==> config.mk <==
export PLATFORM = sky130hd
export DESIGN_NAME = bp_cfg_loader
export DESIGN_NICKNAME = d
export VERILOG_FILES = /design/src/rtl/bp_cfg_loader.sv
export SDC_FILE = /design/constraint.sdc
export NUM_CORES = 1
export LEC_CHECK = 0
export CAP_MARGIN = 20
export CORE_ASPECT_RATIO = 2
export CORE_UTILIZATION = 25
export DETAILED_ROUTE_END_ITERATION = 10
export PLACE_DENSITY_LB_ADDON = 0.12
export SLEW_MARGIN = 40
export SYNTH_ARGS = -nofsm -noshare
export SYNTH_HDL_FRONTEND = slang
export SYNTH_SLANG_ARGS = --single-unit
export TNS_END_PERCENT = 30
==> constraint.sdc <==
create_clock -name clk_i -period 2 [get_ports clk_i]
set_input_delay 0.2 -clock clk_i [delete_from_list [all_inputs] [get_ports clk_i]]
set_output_delay 0.2 -clock clk_i [all_outputs]
set_load 0.02 [all_outputs]
==> src/rtl/bp_cfg_loader.sv <==
// bp_cfg_loader: post-reset configuration sequencer for a multicore BlackParrot.
// For each core in turn it issues six config writes (FREEZE=1, CORE_ID, ICACHE_MODE,
// DCACHE_MODE, CCE_MODE, NPC) on one valid/ready bus. It then writes FREEZE=0 to every
// core in index order and reports done.
//
// Ports:
//   clk_i        clock
//   reset_i      synchronous, active-high reset
//   start_i      single-cycle start request; only acted on in IDLE or DONE
//   cfg_v_o      config write valid
//   cfg_core_o   target core index
//   cfg_addr_o   config register address
//   cfg_data_o   config write data (zero-extended fields)
//   cfg_ready_i  target accepts write; a transfer is cfg_v_o & cfg_ready_i
//   busy_o       high while writes are pending (CFG or UNFREEZE)
//   done_o       high in DONE until the next start_i
module bp_cfg_loader #(
  parameter int unsigned num_core_p       = 1,
  parameter int unsigned core_id_width_p  = 4,
  parameter int unsigned cfg_addr_width_p = 16,
  parameter int unsigned cfg_data_width_p = 64,
  parameter logic [63:0] boot_pc_p        = 64'h8000_0000,
  parameter int unsigned cce_mode_p       = 0
) (
  input  logic                        clk_i,
  input  logic                        reset_i,
  input  logic                        start_i,
  output logic                        cfg_v_o,
  output logic [core_id_width_p-1:0]  cfg_core_o,
  output logic [cfg_addr_width_p-1:0] cfg_addr_o,
  output logic [cfg_data_width_p-1:0] cfg_data_o,
  input  logic                        cfg_ready_i,
  output logic                        busy_o,
  output logic                        done_o
);

  typedef enum logic [1:0] {StIdle, StCfg, StUnfreeze, StDone} state_e;

  localparam logic [core_id_width_p-1:0] LastCore = core_id_width_p'(num_core_p - 1);
  localparam logic [core_id_width_p-1:0] CoreOne  = core_id_width_p'(1);

  state_e                       r_state;
  logic [2:0]                   r_step;
  logic [core_id_width_p-1:0]   r_core;
  logic                         w_xfer;

  // Valid is decoded from state alone, so the handshake never loops through ready.
  assign w_xfer = cfg_v_o & cfg_ready_i;

  always_ff @(posedge clk_i) begin
    if (reset_i) begin
      r_state <= StIdle;
      r_step  <= 3'd0;
      r_core  <= '0;
    end else begin
      unique case (r_state)
        StIdle, StDone: begin
          if (start_i) begin
            r_state <= StCfg;
            r_step  <= 3'd0;
            r_core  <= '0;
          end
        end
        StCfg: begin
          if (w_xfer) begin
            if (r_step == 3'd5) begin
              r_step <= 3'd0;
              if (r_core == LastCore) begin
                r_core  <= '0;
                r_state <= StUnfreeze;
              end else begin
                r_core <= r_core + CoreOne;
              end
            end else begin
              r_step <= r_step + 3'd1;
            end
          end
        end
        StUnfreeze: begin
          if (w_xfer) begin
            if (r_core == LastCore) begin
              r_core  <= '0;
              r_state <= StDone;
            end else begin
              r_core <= r_core + CoreOne;
            end
          end
        end
        default: r_state <= StIdle;
      endcase
    end
  end

  // Bus fields are a pure decode of state/step/core, so they hold steady under backpressure
  // and read as zero whenever valid is low.
  always_comb begin
    cfg_v_o    = 1'b0;
    cfg_core_o = '0;
    cfg_addr_o = '0;
    cfg_data_o = '0;
    unique case (r_state)
      StCfg: begin
        cfg_v_o    = 1'b1;
        cfg_core_o = r_core;
        unique case (r_step)
          3'd0: begin
            cfg_addr_o = cfg_addr_width_p'(16'h0001);
            cfg_data_o = cfg_data_width_p'(1);
          end
          3'd1: begin
            cfg_addr_o = cfg_addr_width_p'(16'h0002);
            cfg_data_o = cfg_data_width_p'(r_core);
          end
          3'd2: begin
            cfg_addr_o = cfg_addr_width_p'(16'h0003);
            cfg_data_o = cfg_data_width_p'(1);
          end
          3'd3: begin
            cfg_addr_o = cfg_addr_width_p'(16'h0004);
            cfg_data_o = cfg_data_width_p'(1);
          end
          3'd4: begin
            cfg_addr_o = cfg_addr_width_p'(16'h0005);
            cfg_data_o = cfg_data_width_p'(cce_mode_p);
          end
          3'd5: begin
            cfg_addr_o = cfg_addr_width_p'(16'h0006);
            cfg_data_o = cfg_data_width_p'(boot_pc_p);
          end
          default: begin
            cfg_addr_o = '0;
            cfg_data_o = '0;
          end
        endcase
      end
      StUnfreeze: begin
        cfg_v_o    = 1'b1;
        cfg_core_o = r_core;
        cfg_addr_o = cfg_addr_width_p'(16'h0001);
        cfg_data_o = '0;
      end
      default: begin
        cfg_v_o = 1'b0;
      end
    endcase
  end

  assign busy_o = (r_state == StCfg) || (r_state == StUnfreeze);
  assign done_o = (r_state == StDone);

endmodule

==> impl_metrics.csv, run 1 <==
group,metric,value,unit
sta,clock.fmax,0.5393,GHz
placed_design,place.port_buffers,18,
min_path,holdPathStages,2,
clock_tree,clock_sinks,9,
floorplan,initial_utilization,0.2639,
placed_design,placed_cells,254,
grt,grt_pass1_wl,4250,um
sta,fin_crit_sh,0.9271,
floorplan,dieArea,5541,sq um
grt,grt_util_all_layers,0.1084,
floorplan,io-pin-count,91,
route,ant_nets,0,
setup_path,r2r-end,"r_core[3]$_SDFFE_PP0P_",
sta,finalClockSkew,0.004636,ns
setup_path,endpoint_kind,"primary output",
setup_path,path_class,"reg -> out",
synth,yosysWarnings,0,
setup_path,worst_r2r_path_depth,6,
outcome,status,"completed",
setup_path,crit_chain,"inv_1 -> ha_1 -> nand2_1 -> buf_4 -> nor4_1 -> dlygate4sd2_1",
setup_path,cp_slowest_stage_delay,0.38,ns
pwr,p_leak,0.7060,nW
min_path,min-delay-path-class,"reg -> reg",
synth,syn_area,1308,sq um
setup_path,path_delay_family,"buffers and inverters",
floorplan,rows,36,
flow_run,cap_violations,0,
synth,syn_area_per_cell,7.514,sq um
clock_tree,htreeDepth,1,
clock_tree,hold_buffers,0,
final_layout,final_cells,258,
final_layout,syn_to_final_growth,6.124,%
floorplan,chipHeight,104.3,um
grt,grt_overflow,0,
synth,synthCells,174,
clock_tree,cts_setup_buffers,0,
synth,ys_async_sr_fraction,0,
route,drc,0,
route,firstDrtPassIters,3,
clock_tree,cts.clk_slew.worst_paths,0.05,ns
synth,yosys-top-cells-count,"73 x buf_4, 12 x a21oi_1, 12 x nor2_1, 9 x dfxtp_1, 8 x inv_1",
synth,synth_top_area_cell,"buf_4",
setup_path,cp_num_buf_inv,3,
route,viasPerCell,3.880,
clock_tree,cts_made_buffers,3,
sta,setup_viol,0,
route,detail_route.wl_per_cell,11.02,um
setup_path,reg2reg_from,"r_state[0]$_SDFFE_PP0P_",
clock_tree,cts_root_buf,"clkbuf_8",
min_path,whs_endpoint,"r_core[1]$_SDFFE_PP0P_",
clock_tree,clockBufferDepth,2,
floorplan,die_x,53.14,um
sta,slew_violations,0,
synth,synth.most_common_cell,"buf_4",
setup_path,cp_slowest_cell,"dlygate4sd2_1",
route,wl,2843,um
synth,yosys-top-cells-area,"buf_4 42%, dfxtp_1 14%, ha_1 6.7%",
sta,fin_tns_setup,0,ns
synth,synth_seq_cells,9,
clock_tree,cts_tree,"built",
synth,ys_types,31,
grt,antenna_found_initial,0,
pwr,p_per_area,1022,nW/um^2
final_layout,num_antenna_cells,0,
synth,synth_edf_count,0,
sta,rsz0062_at_grt,"true",
setup_path,worst-r2r-setup-slack,0.16,ns
setup_path,arrival,1.65,ns
placed_design,dp_hpwl,2416,um
min_path,hold_path.startpoint,"r_core[1]$_SDFFE_PP0P_",
sta,final-hold-violation-count,0,
grt,grt_start_max_net_pins,9,
final_layout,postLayoutCellArea,1388,sq um
final_layout,nNetsFinal,213,
setup_path,worst-path-max-fanout,3,
synth,synth-seq-area-share,0.1378,
route,drt_iter0_markers,18,
route,vias,1001,
setup_path,startpoint_type,"flip-flop",
placed_design,place_area,1341,sq um
final_layout,drive_above_1_share,0.1144,
setup_path,crit_required,1.80,ns
grt,grt_pass1_vias,867,
placed_design,place_congestion,0.8175,
synth,synth_top_area_frac,0.4191,
pwr,irDropWorstVdd,0.0004265,V
final_layout,utilization,0.2801,
floorplan,core,4955,sq um
synth,ys.flop_type,"dfxtp_1",
sta,post-route-min-period,1.854,ns
clock_tree,insertion_delay,0.24,ns
timing repair:
item,CTS,global route
gates resized for setup,15,4
gates cloned,0,0
endpoints found under the setup margin,14,5
layer usage:
metal  GRT usage  routed length (um)  up-vias
li1            -                   -      478
met1     0.09461                 908      456
met2      0.2107                1699       63
met3     0.02047                 173        4
met4     0.05639                  61        0
met5           0                   0        -
cell type report:
cell class / count / area (sq um)
fillers: 568 / 3567
multi-input cells: 150 / 807.0
repair buffers: 30 / 254.0
flip-flops and latches: 9 / 180.2
well taps: 57 / 71.32
clock buffers: 4 / 45.04
inverters: 8 / 30.03
placed cells by master, fill, tap and decap left out:
cell and instances:
clkdlybuf4s15_1 1, nand3b_1 1, mux2_1 2, nor2b_1 5
dlygate4sd2_1 13, nor4_1 1, buf_4 12, o211ai_2 1
inv_1 8, clkbuf_1 1, nand2b_4 1, ha_1 6
nand3_1 3, nor3b_1 2, o21a_1 1, nor2_1 12
o21ai_1 3, ha_2 1, clkdlybuf4s50_1 4, clkbuf_8 3
nor3_2 1, mux2_2 1, nor3_1 5, a21oi_1 12
conb_1 72, nand2b_1 1, a31oi_1 1, a2bb2oi_1 1
and2_1 4, nand4_1 3, o31ai_2 2, a221oi_4 1
dfxtp_1 9, nand2_1 6, a221o_1 1
worst register-to-register path: stages (launching register included):
cell and delay (ns):
dfxtp_1 0.35, inv_1 0.07, ha_2 0.34, nand2b_4 0.19
a221o_1 0.39, o31ai_2 0.27, a21oi_1 0.10
sequential cells by signal, summed over array words and instances (netlist names):
name,flops
r_core,4
r_state,2
r_step,3
logic make-up (layout without fill, tap and decap cells):
kind of cell,after synthesis,count (layout),share of synthesized area
flip-flops,9,9,0.1378
buffers and inverters,86,42,0.4622
adder cells (fa/ha/maj),7,7,0.06698
AO/OA/AOI/OAI,23,23,0.1234
multiplexers,3,3,0.02584
other,1,72,0.002868
AND/OR/NAND/NOR,45,45,0.1809
worst max path at each step:
stage / start / end / slack, ns / cells after the start
2_1_floorplan: r_state[0]$_SDFFE_PP0P_ / r_state[0]$_SDFFE_PP0P_ / 0.17 / 6
3_3_place_gp: r_state[0]$_SDFFE_PP0P_ / r_core[3]$_SDFFE_PP0P_ / -0.003 / 6
3_5_place_dp: r_state[0]$_SDFFE_PP0P_ / cfg_addr_o[0] / 0.03 / 5
4_1_cts: r_state[0]$_SDFFE_PP0P_ / r_core[3]$_SDFFE_PP0P_ / 0.02 / 6
5_1_grt: r_state[1]$_SDFFE_PP0P_ / cfg_addr_o[0] / -0.002 / 7
6_report: r_state[1]$_SDFFE_PP0P_ / cfg_data_o[1] / 0.15 / 6
metrics by stage:
step,hold WS [ns],power (W),worst slack (ns)
5_1_grt,0.5865,0.001515,-0.001915
3_5_place_dp,0.5370,0.001211,0.03162
2_1_floorplan,0.4076,0.0009717,0.1653
4_1_cts,0.5441,0.001410,0.02459
6_report,0.5463,0.001418,0.1459
3_3_place_gp,0.5322,0.001226,-0.003249
report_power, final:
part | internal (W) | switching (W) | leakage [nW]
registers | 0.000199 | 0.0000178 | 0.0729
logic | 0.000370 | 0.000605 | 0.610
clock network | 0.000140 | 0.0000860 | 0.0228
total | 0.000709 | 0.000709 | 0.706
(Power assumes the default switching activity.)
==> inputs of run 2 (changes only) <==
Settings changed: CTS_BUF_LIST set to sky130_fd_sc_hd__clkbuf_8 sky130_fd_sc_hd__clkbuf_16.
==> impl_metrics.csv, run 2 (synthesis gave the netlist of run 1 again) <==
group,metric,value,unit
outcome,status,"completed",
setup_path,startpoint_type,"flip-flop",
clock_tree,cts_made_buffers,3,
min_path,min-delay-path-class,"reg -> reg",
floorplan,initial_utilization,0.2639,
sta,clock.fmax,0.5393,GHz
pwr,switchingPower,0.0007090,W
clock_tree,htreeDepth,1,
placed_design,place_congestion,0.8175,
grt,grtUsageMet1,0.09461,
final_layout,syn_to_final_growth,6.124,%
route,vias,1001,
sta,setup_viol,0,
setup_path,arrival,1.65,ns
floorplan,dieArea,5541,sq um
final_layout,drive_above_1_share,0.1144,
clock_tree,clock_sinks,9,
final_layout,reg.largest.list,"r_core x4, r_step x3, r_state x2",
setup_path,endpoint_kind,"primary output",
grt,use_met2,0.2107,
grt,grt_overflow,0,
pwr,p_per_area,1018,nW/um^2
clock_tree,cts.clk_slew.worst_paths,0.05,ns
clock_tree,insertion_delay,0.24,ns
pwr,swShare,0.5018,
sta,fin_crit_sh,0.9271,
route,firstDrtPassIters,3,
route,ant_nets,0,
floorplan,rows,36,
setup_path,crit_required,1.80,ns
route,drc,0,
pwr,p_comb_frac,0.690,
pwr,p_seq_frac,0.154,
sta,slew_violations,0,
final_layout,nNetsFinal,213,
pwr,p_leak,0.7102,nW
final_layout,num_antenna_cells,0,
final_layout,largest_reg_flops,4,
grt,grt_start_max_net_pins,9,
floorplan,io-pin-count,91,
setup_path,path_class,"reg -> out",
sta,whs,0.5463,ns
floorplan,chipHeight,104.3,um
setup_path,crit_chain,"inv_1 -> ha_1 -> nand2_1 -> buf_4 -> nor4_1 -> dlygate4sd2_1",
sta,post-route-min-period,1.854,ns
route,wl,2843,um
placed_design,place.port_buffers,18,
sta,finalClockSkew,0.004519,ns
clock_tree,clockBufferDepth,2,
grt,grt_pass1_wl,4250,um
setup_path,cp_slowest_stage_delay,0.38,ns
setup_path,cp_slowest_cell,"dlygate4sd2_1",
pwr,p_int,0.0007040,W
clock_tree,cts_setup_buffers,0,
floorplan,core,4955,sq um
setup_path,worst-path-max-fanout,3,
route,drt_iter0_markers,18,
grt,grt_util_all_layers,0.1084,
sta,final-hold-violation-count,0,
grt,antenna_found_initial,0,
sta,fin_tns_setup,0,ns
flow_run,cap_violations,0,
floorplan,die_x,53.14,um
pwr,power_frac_clock,0.156,
grt,grt_pass1_vias,867,
pwr,irDropWorstVdd,0.0004153,V
final_layout,layout_commonest_cell,"conb_1",
route,detail_route.wl_per_cell,11.02,um
clock_tree,hold_buffers,0,
grt,gr-usage-met3,0.02047,
clock_tree,cts_tree,"built",
sta,rsz0062_at_grt,"true",
final_layout,layout_common_cells,"72 x conb_1, 13 x dlygate4sd2_1, 12 x a21oi_1, 12 x nor2_1, 12 x buf_4",
clock_tree,cts_root_buf,"clkbuf_8",
route,viasPerCell,3.880,
grt,grt.busiest_layer,"met2",
final_layout,top_register,"r_core",
placed_design,dp_hpwl,2416,um
==> run 2: what timing repair did <==
action	in CTS	in global routing
gates resized for setup	15	4
setup endpoints to repair	14	5
gates cloned	0	0
==> run 2: area by class of cell <==
| class | count | area [sq um] |
|---|---|---|
| Clock inverter | 1 | 3.754 |
| Multi-Input combinational cell | 150 | 807.0 |
| Sequential cell | 9 | 180.2 |
| Fill cell | 568 | 3567 |
| Tap cell | 57 | 71.32 |
| Inverter | 8 | 30.03 |
| Clock buffer | 3 | 41.29 |
| Timing Repair Buffer | 30 | 254.0 |
==> run 2: through the flow <==
| step | total power (W) | cells | setup slack [ns] | area (sq um) | utilization |
|---|---|---|---|---|---|
| after floorplan | 0.0009717 | 245 | 0.1653 | 1574 | - |
| after global placement | 0.001226 | 254 | -0.003249 | 1341 | 0.2707 |
| after detailed placement | 0.001211 | 254 | 0.03162 | 1341 | 0.2707 |
| after CTS | 0.001406 | 258 | 0.02417 | 1374 | 0.2773 |
| after global routing | 0.001510 | 258 | -0.002447 | 1388 | 0.2801 |
| final | 0.001413 | 258 | 0.1457 | 1388 | 0.2801 |
==> run 2: critical path: cells and delay by family, from the launching register on <==
family	cells	cell delay, ns
buffers and inverters	3	0.63
and+or+nand+nor	2	0.29
DFF	1	0.32
adders and majority gates	1	0.18
==> run 2: per-layer routing <==
| metal | vias up | share of wire |
|---|---|---|
| li1 | 478 | - |
| met1 | 456 | 0.32 |
| met2 | 63 | 0.60 |
| met3 | 4 | 0.061 |
| met4 | 0 | 0.021 |
| met5 | - | 0 |
==> run 2: final timing paths <==
kind / startpoint / endpoint / slack (ns) / cells past startpoint
setup / recovery: r_state[1]$_SDFFE_PP0P_ / cfg_data_o[1] / 0.15 / 6
hold / removal: r_core[1]$_SDFFE_PP0P_ / r_core[1]$_SDFFE_PP0P_ / 0.55 / 2
setup reg to reg: r_state[0]$_SDFFE_PP0P_ / r_core[3]$_SDFFE_PP0P_ / 0.16 / 6
hold reg to reg: r_core[1]$_SDFFE_PP0P_ / r_core[1]$_SDFFE_PP0P_ / 0.55 / 2
==> run 2: power groups by stage <==
stage / Clock [W] / Combinational [W] / Sequential, W
6_report: 0.000221 / 0.000975 / 0.000217
5_1_grt: 0.000238 / 0.00105 / 0.000220
4_1_cts: 0.000231 / 0.000957 / 0.000217
3_5_place_dp: 0 / 0.000990 / 0.000221
3_3_place_gp: 0 / 0.00101 / 0.000220
2_1_floorplan: 0 / 0.000756 / 0.000216
